`config.mk`:
```
export PLATFORM = sky130hd
export DESIGN_NAME = hazard_unit
export DESIGN_NICKNAME = d
export VERILOG_FILES = /design/src/rtl/hazard_unit.sv
export SDC_FILE = /design/constraint.sdc
export NUM_CORES = 1
export LEC_CHECK = 0
export BUFFER_PORTS_ARGS = -buffer_cell sky130_fd_sc_hd__buf_4
export CAP_MARGIN = 15
export CORE_MARGIN = 3
export CORE_UTILIZATION = 40
export CTS_BUF_LIST = sky130_fd_sc_hd__clkbuf_16
export CTS_CLUSTER_DIAMETER = 150
export DETAILED_ROUTE_END_ITERATION = 6
export PLACE_DENSITY_LB_ADDON = 0.1
export SYNTH_ARGS = -nofsm -noshare
export SYNTH_HDL_FRONTEND = slang
export SYNTH_SLANG_ARGS = --single-unit
```
`constraint.sdc`:
```
create_clock -name clk -period 2.2 [get_ports clk]
set_input_delay 0.11 -clock clk [delete_from_list [all_inputs] [get_ports clk]]
set_output_delay 0.11 -clock clk [all_outputs]
set_load 0.005 [all_outputs]
```
`src/rtl/hazard_unit.sv`:
```
// Hazard detection and forwarding for a 5-stage MIPS pipeline.
// Stall/flush/forward outputs are combinational; a saturating counter tracks stall cycles.
module hazard_unit #(
    parameter int CNT_W = 16
) (
    input  logic             clk,
    input  logic             reset,
    input  logic             branchD,
    input  logic [4:0]       RsD,
    input  logic [4:0]       RtD,
    input  logic [4:0]       RsE,
    input  logic [4:0]       RtE,
    input  logic [4:0]       WriteRegE,
    input  logic             RegWriteE,
    input  logic             MemToRegE,
    input  logic [4:0]       WriteRegM,
    input  logic             RegWriteM,
    input  logic             MemToRegM,
    input  logic [4:0]       WriteRegW,
    input  logic             RegWriteW,
    output logic             StallF,
    output logic             StallD,
    output logic             ForwardAD,
    output logic             ForwardBD,
    output logic             FlushE,
    output logic [1:0]       ForwardAE,
    output logic [1:0]       ForwardBE,
    output logic [CNT_W-1:0] StallCount
);

    localparam logic [CNT_W-1:0] CNT_ONE = {{(CNT_W-1){1'b0}}, 1'b1};
    localparam logic [CNT_W-1:0] CNT_MAX = {CNT_W{1'b1}};

    logic             lwstall;
    logic             branchstall;
    logic             stall;
    logic [1:0]       fwd_ae;
    logic [1:0]       fwd_be;
    logic             fwd_ad;
    logic             fwd_bd;
    logic [CNT_W-1:0] stall_count_q;
    logic [CNT_W-1:0] stall_count_d;

    // Memory-stage result is newer than Writeback, so it wins when both match.
    always_comb begin
        fwd_ae = 2'b00;
        if (RsE != 5'd0 && RsE == WriteRegM && RegWriteM)
            fwd_ae = 2'b10;
        else if (RsE != 5'd0 && RsE == WriteRegW && RegWriteW)
            fwd_ae = 2'b01;

        fwd_be = 2'b00;
        if (RtE != 5'd0 && RtE == WriteRegM && RegWriteM)
            fwd_be = 2'b10;
        else if (RtE != 5'd0 && RtE == WriteRegW && RegWriteW)
            fwd_be = 2'b01;

        fwd_ad = (RsD != 5'd0) && (RsD == WriteRegM) && RegWriteM;
        fwd_bd = (RtD != 5'd0) && (RtD == WriteRegM) && RegWriteM;

        // A load result is not available until the end of Memory, so stall even for $0.
        lwstall = MemToRegE && ((RtE == RsD) || (RtE == RtD));
        branchstall = branchD &&
                      ((RegWriteE && (WriteRegE == RsD || WriteRegE == RtD)) ||
                       (MemToRegM && (WriteRegM == RsD || WriteRegM == RtD)));
        stall = lwstall || branchstall;

        if (reset) begin
            fwd_ae = 2'b00;
            fwd_be = 2'b00;
            fwd_ad = 1'b0;
            fwd_bd = 1'b0;
            stall  = 1'b0;
        end
    end

    assign StallF    = stall;
    assign StallD    = stall;
    assign FlushE    = stall;
    assign ForwardAE = fwd_ae;
    assign ForwardBE = fwd_be;
    assign ForwardAD = fwd_ad;
    assign ForwardBD = fwd_bd;

    always_comb begin
        stall_count_d = stall_count_q;
        if (stall && stall_count_q != CNT_MAX)
            stall_count_d = stall_count_q + CNT_ONE;
    end

    always_ff @(posedge clk) begin
        if (reset)
            stall_count_q <= '0;
        else
            stall_count_q <= stall_count_d;
    end

    assign StallCount = stall_count_q;

endmodule

```
Yosys cells after proc, flatten, opt, wreduce, memory -nomap -nowiden
Index checks and enable logic that the tools add are counted.
Storage, ports and cells
  word-level logic and storage cells: 50
  flip-flop bits (word level): 16
Cells by class
  mux-type cells: 9
  add/sub/neg operators: 1
  equality and inequality tests: 13
  reduce and logical (&&, ||, !) cells: 26
Operator list (count)
  $eq A5 B5 Y1: 12
  $reduce_bool A5 Y1: 4
  $logic_and A1 B1 Y1: 17
  $add A16 B1 Y16 const B: 1
  $ne A16 B16 Y1 const B: 1
  $mux W2: 4
  $logic_or A1 B1 Y1: 5
  $mux W1: 5

Depth between registers and ports, before layout
Gate-level depths: netlist (run 1).
  word-level depth: 8
  depth in mapped cells: 9
  depth with buffers taken out: 8

Least setup slack after synthesis (run 1)
OpenSTA, ideal clock, no wires.
  path kind: reg-to-reg
  start: register stall_count_q[0] (netlist: StallCount[0])
  end: register stall_count_q[9] (netlist: StallCount[9])
  data arrival time: 1950 ps
  data required time: 2079 ps
  buffers on the path: 1
  cell stages (with the launch flop): 10
  setup slack: 129 ps
  path through: dfxtp_1 -> ha_1 -> inv_1 -> nor3_2 -> nand3_1 -> nor2_1 -> a21oi_1 -> buf_4 -> nand3_1 -> mux2_2
Between the ends
  word-level cells in the longest chain between the ends: 2
RTL lines
  start: declaration: RTL line 41  | logic [CNT_W-1:0] stall_count_q;
  start signal: assignment: RTL line 95  | stall_count_q <= stall_count_d;
  branches (longest 2 deep; another with $add A16 B1 Y16)
Several ways; the timed one is not identified.
A chain may end at the register's enable or synchronous reset.

Worst setup path in the final report (run 1)
  start: register stall_count_q[1] (netlist: StallCount[1])
  end: register stall_count_q[7] (netlist: StallCount[7])
Same word-level chain as after synthesis.

==> out/metrics.csv, run 1 <==
stage,metric,value,unit
outcome,outcome,completed,
detailed_routing,drcViolationCount,0,
clock_tree,clockBufferDepth,2,
clock_tree,cts.sinks,16,
clock_tree,worst_skew_pair.late_latency,0.25,ns
clock_tree,cts_max_level,1,
grt,grt_pass1_vias,1523,
cells_and_area,antennaDiodeCount,0,
timing,finalWorstSetupSlack,0.309,ns
synthesis,synth_ff_type,dfxtp_1,
detailed_routing,via_count,1549,
clock_tree,cts_setup_buffers,0,
timing,finalHoldViolations,0,
cells_and_area,largest_reg_flops,16,
synthesis,synth.distinct_cells,39,
pwr,internal_power,0.661,mW
placement,dpl.hpwl,3290,µm
timing,max_freq,529,MHz
die,die_w,68.7,µm
pwr,ir_drop,0.000242,V
worst_setup_path,cp_slowest_stage_delay,0.33,ns
placement,port-buffer-count,67,
die,die-area,4710,µm²
timing,period_share,86.0,%
detailed_routing,drt_iter0_drc,99,
worst_hold_path,hold_path.class,input pin to flop,
pwr,p_leak,0.860,nW
timing,maxSlewHeadroom,64.7,%
worst_setup_path,critPathArrivalTime,2.03,ns
worst_setup_path,path_depth,9,
timing,setup_violations,0,
placement,gp_congestion,0.826,
worst_setup_path,path_cells,ha_1 > inv_1 > nor3_2 > nand3_1 > nor2_1 > a21oi_1 > buf_4 > nand3_1 > mux2_2,
pwr,seqPwrFrac,33.0,%
cells_and_area,fin_nets,308,
worst_setup_path,crit_family,simple AND/OR/NAND/NOR gates,
detailed_routing,routedWlPerCell,13.0,µm
worst_setup_path,r2r_end,StallCount[7]$_SDFFE_PP0P_,
synthesis,synthArstFlopShare,0,%
clock_tree,cts-root-buf,clkbuf_16,
die,die_h,68.7,µm
clock_tree,clk_pin_slew,0.05,ns
pwr,p_per_area,406,nW/µm²
flow_run,drv_cap,0,
timing,rsz0062_at_grt,no,
timing,drv_slew,0,
worst_setup_path,end_kind,flop,
synthesis,syn_nets,242,
worst_setup_path,path_class,flop to flop,
synthesis,ys_ff_latch,16,
clock_tree,cts_tree,built,
cells_and_area,final_cell_area,2190,µm²
synthesis,synth_edf_count,0,
worst_setup_path,rr_startpoint,StallCount[1]$_SDFFE_PP0P_,
worst_setup_path,slowest_stage,dfxtp_1,
timing,tns,0,ns
synthesis,synth_top_area_share,21.8,%
cells_and_area,drive_above_1_share,33.5,%
grt,grt_overflow,0,
synthesis,synth.largest_area_cell,xnor2_1,
worst_hold_path,min_from,reset,
synthesis,seq_area_frac_synth,20.4,%
clock_tree,cts_resized,0,
die,num_rows,22,
pwr,p_switching,0.227,mW
synthesis,yosys_warnings,0,
pwr,finalPower,0.889,mW
grt,grt_max_degree,27,
worst_setup_path,rrSetupSlack,0.31,ns
synthesis,avgSynthCellArea,7.93,µm²
worst_setup_path,path_buf_inv,2,
worst_setup_path,startpoint_type,flop,
die,fp.coreArea,3720,µm²
clock_tree,numCtsBuffers,3,
timing,fin_skew,0.00541,ns
placement,preCtsSetupSlack,0.264,ns
pwr,power_frac_clock,40.2,%
grt,grt_pass1_wl,6760,µm
worst_setup_path,cp.required,2.34,ns
detailed_routing,routed_wl,4040,µm
synthesis,synth_area_leaders,"xnor2_1 (22%), dfxtp_1 (20%), xor2_1 (8.9%), nor2_1 (5.0%), nand3_1 (4.5%)",
worst_setup_path,crit_end,StallCount[7]$_SDFFE_PP0P_,
pwr,swShare,25.6,%
timing,worst_pin_slew,0.526,ns
die,floorplan.initialDensity,42.3,%
synthesis,yosysMostFrequentCell,xnor2_1,
timing,layout_min_cycle_time,1.89,ns
clock_tree,postCtsHoldBufs,0,
synthesis,netlist_instances,198,
worst_setup_path,reg2reg_depth,9,
cells_and_area,areaGrowthSynthToFinish,39.3,%
detailed_routing,dr.pass1.iters,4,
die,io_pins,68,
detailed_routing,vias_per_cell,4.98,
detailed_routing,detail-route-antenna-nets,0,
grt,grt_usage,18.5,%
synthesis,synth_commonest_cells,"xnor2_1 (39), nor2_1 (21), dfxtp_1 (16), xor2_1 (16), nand3_1 (14)",
synthesis,syn-cell-area,1570,µm²
placement,dpl_cell_area,2110,µm²
worst_setup_path,cp_common_cell,nand3_1,
worst_setup_path,cp_max_fo,11,
worst_setup_path,critPathLaunch,StallCount[1]$_SDFFE_PP0P_,
pwr,p_comb_share,26.8,%
grt,antenna_found_initial,0,
## power by group through the flow
| stage | Clock, mW | Combinational [mW] | Sequential, mW |
|---|---|---|---|
| 3_5_place_dp | 0 | 0.240 | 0.299 |
| 5_1_grt | 0.375 | 0.263 | 0.293 |
| 6_report | 0.358 | 0.238 | 0.293 |
| 3_3_place_gp | 0 | 0.239 | 0.299 |
| 4_1_cts | 0.364 | 0.241 | 0.293 |
| 2_1_floorplan | 0 | 0.127 | 0.300 |
## kinds of logic after synthesis
group / Yosys count / share of synthesized area (%)
simple gates: 85 / 29.1
xor+xnor: 55 / 30.7
compound gates: 21 / 10.1
flops: 16 / 20.4
buf+inv: 14 / 4.70
mux: 6 / 4.22
fa+ha+maj: 1 / 0.797
## worst reg2reg max path, cell delays in order, from the launching register on
cell,delay (ns)
dfxtp_1,0.33
ha_1,0.15
inv_1,0.06
nor3_2,0.28
nand3_1,0.14
nor2_1,0.14
a21oi_1,0.05
buf_4,0.20
nand3_1,0.09
mux2_2,0.32
## worst min path at each step
stage	endpoint	slack [ns]	cells after the start
after floorplan	ForwardBE[0]	0.34	3
after global placement	StallCount[1]$_SDFFE_PP0P_	0.47	2
after detailed placement	StallCount[8]$_SDFFE_PP0P_	0.48	2
after CTS	StallCount[8]$_SDFFE_PP0P_	0.22	2
after global routing	StallCount[14]$_SDFFE_PP0P_	0.25	2
final	StallCount[1]$_SDFFE_PP0P_	0.21	2
## cell type report
class	instances	area (µm²)
Tap cell	48	60.1
Clock buffer	3	75.1
Inverter	3	11.3
Fill cell	375	1530
Multi-Input combinational cell	168	1180
Sequential cell	16	320
Clock inverter	1	3.75
Timing Repair Buffer	72	541
## placed cells by master, fill, tap and decap left out, types with 2 or more instances in the layout
cell	n
xor2_1	16
dfxtp_1	16
clkbuf_16	3
a211oi_1	3
a21oi_1	6
or4_1	5
buf_4	72
inv_1	3
nor2b_1	9
xnor2_1	39
nand4_1	7
nor3_1	3
nor2_1	21
o21ai_0	2
mux2_2	5
nand3b_1	2
and3_1	4
nand3_1	14
nand2_1	10
nor4_1	4
nor3_2	2
## per-layer routing
metal	routed length [µm]	vias to the layer above	share of wire, %	global-route usage [%]
met1	1800	676	45	23.5
met3	238	5	5.9	1.78
li1	-	816	-	-
met5	0	-	0	0
met2	1940	52	48	32.5
met4	63	0	1.6	5.96
## stage by stage
step	util, %	std cells	hold slack, ns
floorplan	-	198	0.342
global placement	56.7	307	0.468
detailed placement	56.7	307	0.475
CTS	58.9	311	0.216
global route	58.9	311	0.251
finish	58.9	311	0.213
Power figures use the tool's default switching activity.
==> run 2: changes to the inputs <==
Settings changed: ABC_AREA set to 1.
==> run 2 against run 1 <==
Compared with the run above: clock skew fell by 0.0049 ns; first-iteration DRC count increased by 26%; sequential share of layout area shrank 1.1 points; worst hold slack lost 0.13 ns; register-to-register slack got worse by 0.02 ns; non-clock buffer count down 4; worst setup slack got worse by 0.022 ns; critical endpoint is now StallCount[10]$_SDFFE_PP0P_; highest routed layer unchanged.
==> out/metrics.csv, run 2 <==
stage,metric,value,unit
worst_setup_path,critPathArrivalTime,2.05,ns
worst_setup_path,slowest_stage,dfxtp_1,
cells_and_area,final_common_cell,nand2_1,
pwr,p_leak,1.25,nW
timing,finalHoldViolations,0,
synthesis,synth.distinct_cells,31,
detailed_routing,met2_length,2070,µm
detailed_routing,vias_per_cell,4.89,
grt,grt_pass1_vias,1891,
timing,drv_slew,0,
outcome,outcome,completed,
timing,setup_violations,0,
cells_and_area,mostFrequentLayoutCells,"nand2_1 (91), buf_4 (68), nor2_1 (49), inv_1 (48), nand3_1 (20)",
grt,grt_usage,19.4,%
worst_setup_path,cp.required,2.34,ns
die,die_h,73.0,µm
synthesis,netlist_instances,319,
detailed_routing,routed_wl,4920,µm
die,die-area,5330,µm²
clock_tree,worst_skew_pair.late_latency,0.24,ns
worst_setup_path,startpoint_type,flop,
pwr,ir_drop,0.000263,V
clock_tree,cts.sinks,16,
die,floorplan.initialDensity,43.0,%
timing,maxSlewHeadroom,74.4,%
synthesis,yosys_warnings,0,
placement,port-buffer-count,67,
cells_and_area,fillCellCount,455,
synthesis,synth_edf_count,0,
detailed_routing,dr.pass1.iters,4,
worst_setup_path,cp_slowest_stage_delay,0.38,ns
synthesis,seq_area_frac_synth,17.8,%
synthesis,ys_ff_latch,16,
cells_and_area,areaGrowthSynthToFinish,32.0,%
worst_setup_path,path_class,flop to flop,
detailed_routing,routedWlPerCell,11.5,µm
synthesis,synthArstFlopShare,0,%
synthesis,yosysMostFrequentCell,nand2_1,
pwr,p_per_area,380,nW/µm²
worst_setup_path,path_buf_inv,2,
clock_tree,cts_max_level,1,
clock_tree,numCtsBuffers,3,
timing,rsz0062_at_grt,no,
worst_setup_path,end_kind,flop,
synthesis,synth_top_area_share,19.0,%
detailed_routing,met1_length,2470,µm
worst_setup_path,cp_common_cell,nand2_2,
clock_tree,cts-root-buf,clkbuf_16,
placement,preCtsSetupSlack,0.324,ns
grt,grt_overflow,0,
synthesis,syn-cell-area,1800,µm²
worst_setup_path,cp_max_fo,13,
worst_setup_path,crit_family,simple AND/OR/NAND/NOR gates,
clock_tree,cts_setup_buffers,0,
die,io_pins,68,
synthesis,syn_nets,363,
clock_tree,cts_tree,built,
worst_setup_path,path_cells,ha_1 > nand2_2 > nor3b_2 > nand2_2 > nor2_4 > nand2_2 > nand2_1 > inv_1 > nand2_1 > inv_1 > a21oi_1 > nor2_1,
synthesis,synth_area_leaders,"nand2_1 (19%), dfxtp_1 (18%), nor2_1 (10%), inv_1 (10%), xnor2_1 (7.3%)",
detailed_routing,highest_layer,met4,
die,fp.coreArea,4170,µm²
detailed_routing,drt_iter0_drc,125,
die,num_rows,23,
timing,max_freq,523,MHz
cells_and_area,largest_reg_flops,16,
timing,finalWorstSetupSlack,0.287,ns
synthesis,synth_commonest_cells,"nand2_1 (91), nor2_1 (49), inv_1 (48)",
cells_and_area,antennaDiodeCount,0,
cells_and_area,drive_above_1_share,21.9,%
timing,period_share,87.0,%
detailed_routing,wl_met3,359,µm
timing,worst_pin_slew,0.385,ns
detailed_routing,drcViolationCount,0,
cells_and_area,fin_nets,424,
detailed_routing,detail-route-antenna-nets,0,
clock_tree,clk_pin_slew,0.05,ns
detailed_routing,via_count,2099,
grt,antenna_found_initial,0,
clock_tree,clockBufferDepth,2,
cells_and_area,seq_area,320,µm²
synthesis,synth.largest_area_cell,nand2_1,
clock_tree,cts_resized,0,
die,die_w,73.0,µm
synthesis,synth_ff_type,dfxtp_1,
placement,gp_congestion,0.834,
clock_tree,postCtsHoldBufs,0,
placement,dpl.hpwl,4020,µm
grt,grt_max_degree,27,
timing,tns,0,ns
timing,layout_min_cycle_time,1.91,ns
synthesis,avgSynthCellArea,5.63,µm²
cells_and_area,multiInputGateArea,1210,µm²
timing,fin_skew,0.000502,ns
flow_run,drv_cap,0,
grt,grt_pass1_wl,8380,µm
worst_hold_path,hold_path.class,input pin to flop,
## run 2: changes by cell type in the layout (fill, tap and decap cells not counted), moves of 6 or more
cell     delta
a21oi_1     +8
inv_1      +45
nand2_1    +81
nand3_1     +6
nor2_1     +28
nor2b_1     -9
xnor2_1    -24
xor2_1      -6
## run 2: layer usage
| layer | vias up | GRT usage (%) |
|---|---|---|
| met3 | 2 | 4.82 |
| li1 | 1116 | - |
| met2 | 61 | 29.3 |
| met1 | 920 | 28.6 |
| met4 | 0 | 1.84 |
| met5 | - | 0 |
## run 2: layout make-up
type | instances | share of cell area (%)
sequential | 16 | 13.5
inverter | 51 | 8.08
clock inverter | 1 | 0.158
clock buffer | 3 | 3.17
timing repair buffer | 68 | 21.5
multi-input combinational | 240 | 50.9
tap | 50 | 2.64
## run 2: worst paths after layout
kind	endpoint	depth (start not counted)	slack (ns)	from
setup / recovery	StallCount[10]$_SDFFE_PP0P_	12	0.29	StallCount[1]$_SDFFE_PP0P_
hold / removal	StallCount[12]$_SDFFE_PP0P_	2	0.08	reset
setup reg to reg	StallCount[10]$_SDFFE_PP0P_	12	0.29	StallCount[1]$_SDFFE_PP0P_
hold reg to reg	StallCount[1]$_SDFFE_PP0P_	2	0.52	StallCount[1]$_SDFFE_PP0P_
## run 2: power by group
group	switching [mW]	internal, mW	leakage [nW]
clock network	0.116	0.241	0.0385
logic	0.132	0.118	1.09
registers	0.00212	0.292	0.129
## run 2: logic make-up after synthesis
logic type      share of synthesized area (%)
compound gates                           7.94
xor+xnor                                 12.2
fa+ha+maj                               0.697
buf+inv                                  15.0
flops                                    17.8
simple gates                             46.3
## run 2: metrics by stage
| stage | hold slack (ns) | total power [mW] | util [%] | instance area, µm² | cells |
|---|---|---|---|---|---|
| 2_1_floorplan | 0.182 | 0.441 | - | 1800 | 319 |
| 3_3_place_gp | 0.334 | 0.548 | 54.9 | 2290 | 425 |
| 3_5_place_dp | 0.339 | 0.550 | 54.9 | 2290 | 425 |
| 4_1_cts | 0.0805 | 0.907 | 56.8 | 2370 | 429 |
| 5_1_grt | 0.0869 | 0.951 | 56.8 | 2370 | 429 |
| 6_report | 0.0840 | 0.901 | 56.8 | 2370 | 429 |
==> run 3: changes to the inputs <==
Clock period 2.2 ns to 2.1 ns, I/O delays scaled along.
==> run 3 against run 2 <==
Compared with the run above: global-route usage unchanged; clock skew hardly changed; worst hold slack got worse by 0.0031 ns; non-clock buffer count is the same; register-to-register slack worse by 0.02 ns; largest power group unchanged; clock power rose by 5%; sequential power up 5%.
==> out/metrics.csv, run 3 (synthesis results as in run 2) <==
stage,metric,value,unit
worst_setup_path,path_class,flop to flop,
clock_tree,clockBufferDepth,2,
cells_and_area,largest_reg_flops,16,
cells_and_area,drive_above_1_share,21.9,%
clock_tree,worst_skew_pair.late_latency,0.24,ns
die,die-area,5330,µm²
placement,dp_cells,425,
grt,antenna_found_initial,0,
detailed_routing,drt_iter0_drc,99,
clock_tree,cts_max_level,1,
worst_setup_path,end_kind,flop,
detailed_routing,vias_per_cell,4.88,
placement,gp_congestion,0.834,
worst_setup_path,cp_slowest_stage_delay,0.38,ns
timing,tns,0,ns
detailed_routing,dr.pass1.iters,4,
clock_tree,numCtsBuffers,3,
placement,dpl.hpwl,4020,µm
timing,maxSlewHeadroom,74.4,%
worst_setup_path,cp_max_fo,13,
detailed_routing,routed_wl,4920,µm
worst_setup_path,critPathArrivalTime,1.97,ns
timing,fin_skew,0.000645,ns
timing,max_freq,547,MHz
grt,grt_overflow,0,
die,io_pins,68,
pwr,p_leak,1.29,nW
worst_hold_path,worstHoldPathCells,2,
worst_setup_path,slowest_stage,dfxtp_1,
worst_setup_path,cp.required,2.24,ns
clock_tree,cts_setup_buffers,0,
clock_tree,postCtsHoldBufs,0,
die,fp.coreArea,4170,µm²
grt,grt_pass1_vias,1891,
timing,period_share,87.1,%
worst_setup_path,reg2reg_depth,12,
timing,drv_slew,0,
grt,grt_max_degree,27,
cells_and_area,final_common_cell,nand2_1,
cells_and_area,fin_cells,429,
clock_tree,cts_tree,built,
clock_tree,cts_resized,0,
timing,setup_violations,0,
die,floorplan.initialDensity,43.0,%
flow_run,drv_cap,0,
detailed_routing,routedWlPerCell,11.5,µm
detailed_routing,via_count,2094,
detailed_routing,drcViolationCount,0,
timing,rsz0062_at_grt,no,
die,num_rows,23,
grt,grt_pass1_wl,8380,µm
cells_and_area,areaGrowthSynthToFinish,32.6,%
clock_tree,clk_pin_slew,0.05,ns
clock_tree,cts-root-buf,clkbuf_16,
worst_hold_path,hold_path.class,input pin to flop,
timing,worst_pin_slew,0.385,ns
timing,finalHoldViolations,0,
die,die_w,73.0,µm
cells_and_area,mostFrequentLayoutCells,"nand2_1 (91), buf_4 (68), nor2_1 (49), inv_1 (48), nand3_1 (20)",
placement,port-buffer-count,67,
cells_and_area,fin_nets,424,
outcome,outcome,completed,
pwr,ir_drop,0.000273,V
detailed_routing,detail-route-antenna-nets,0,
worst_setup_path,path_cells,ha_1 > nand2_2 > nor3b_4 > nand2_2 > nor2_4 > nand2_4 > nand2_1 > inv_1 > nand2_1 > inv_1 > a21oi_1 > nor2_1,
worst_setup_path,startpoint_type,flop,
cells_and_area,antennaDiodeCount,0,
timing,timing.hold.ws,0.0808,ns
die,die_h,73.0,µm
pwr,p_per_area,397,nW/µm²
timing,layout_min_cycle_time,1.83,ns
grt,grt_usage,19.4,%
clock_tree,cts.sinks,16,
-- run 3: final timing paths --
kind	from	end	slack, ns
max	StallCount[1]$_SDFFE_PP0P_	StallCount[10]$_SDFFE_PP0P_	0.27
min	reset	StallCount[12]$_SDFFE_PP0P_	0.08
max reg2reg	StallCount[1]$_SDFFE_PP0P_	StallCount[10]$_SDFFE_PP0P_	0.27
min reg2reg	StallCount[1]$_SDFFE_PP0P_	StallCount[1]$_SDFFE_PP0P_	0.52
-- run 3: routing by layer --
metal / vias up / wire (µm) / GRT usage, %
met1: 911 / 2470 / 28.6
met4: 0 / 18 / 1.84
met2: 68 / 2050 / 29.3
met5: - / 0 / 0
li1: 1113 / - / -
met3: 2 / 388 / 4.82
-- run 3: layout make-up --
class	instances	area [µm²]
Timing Repair Buffer	68	510
Multi-Input combinational cell	240	1220
Sequential cell	16	320
Clock inverter	1	3.75
Fill cell	454	1790
Clock buffer	3	75.1
Inverter	51	191
Tap cell	50	62.6
-- run 3: where the power goes --
group	internal [mW]	switching [mW]	leakage, nW	total, mW
Sequential	0.306	0.00222	0.129	0.308
Clock	0.253	0.122	0.0385	0.375
Combinational	0.123	0.139	1.12	0.262
Total	0.682	0.263	1.29	0.944
-- run 3: worst max-delay path: cells and delay by family, from the launching register on --
family | cells | cell delay, ns
simple gates | 8 | 0.87
flops | 1 | 0.38
compound gates | 1 | 0.14
buf+inv | 2 | 0.12
fa+ha+maj | 1 | 0.22
-- run 3: per-stage QoR --
| stage | utilization [%] | instance area, µm² | power (mW) | setup slack [ns] |
|---|---|---|---|---|
| finish | 57.1 | 2380 | 0.944 | 0.270 |
| global route | 57.1 | 2380 | 0.997 | 0.0535 |
| CTS | 56.8 | 2370 | 0.950 | 0.190 |
| detailed placement | 54.9 | 2290 | 0.576 | 0.224 |
| global placement | 54.9 | 2290 | 0.574 | 0.296 |
| floorplan | - | 1800 | 0.462 | 0.423 |
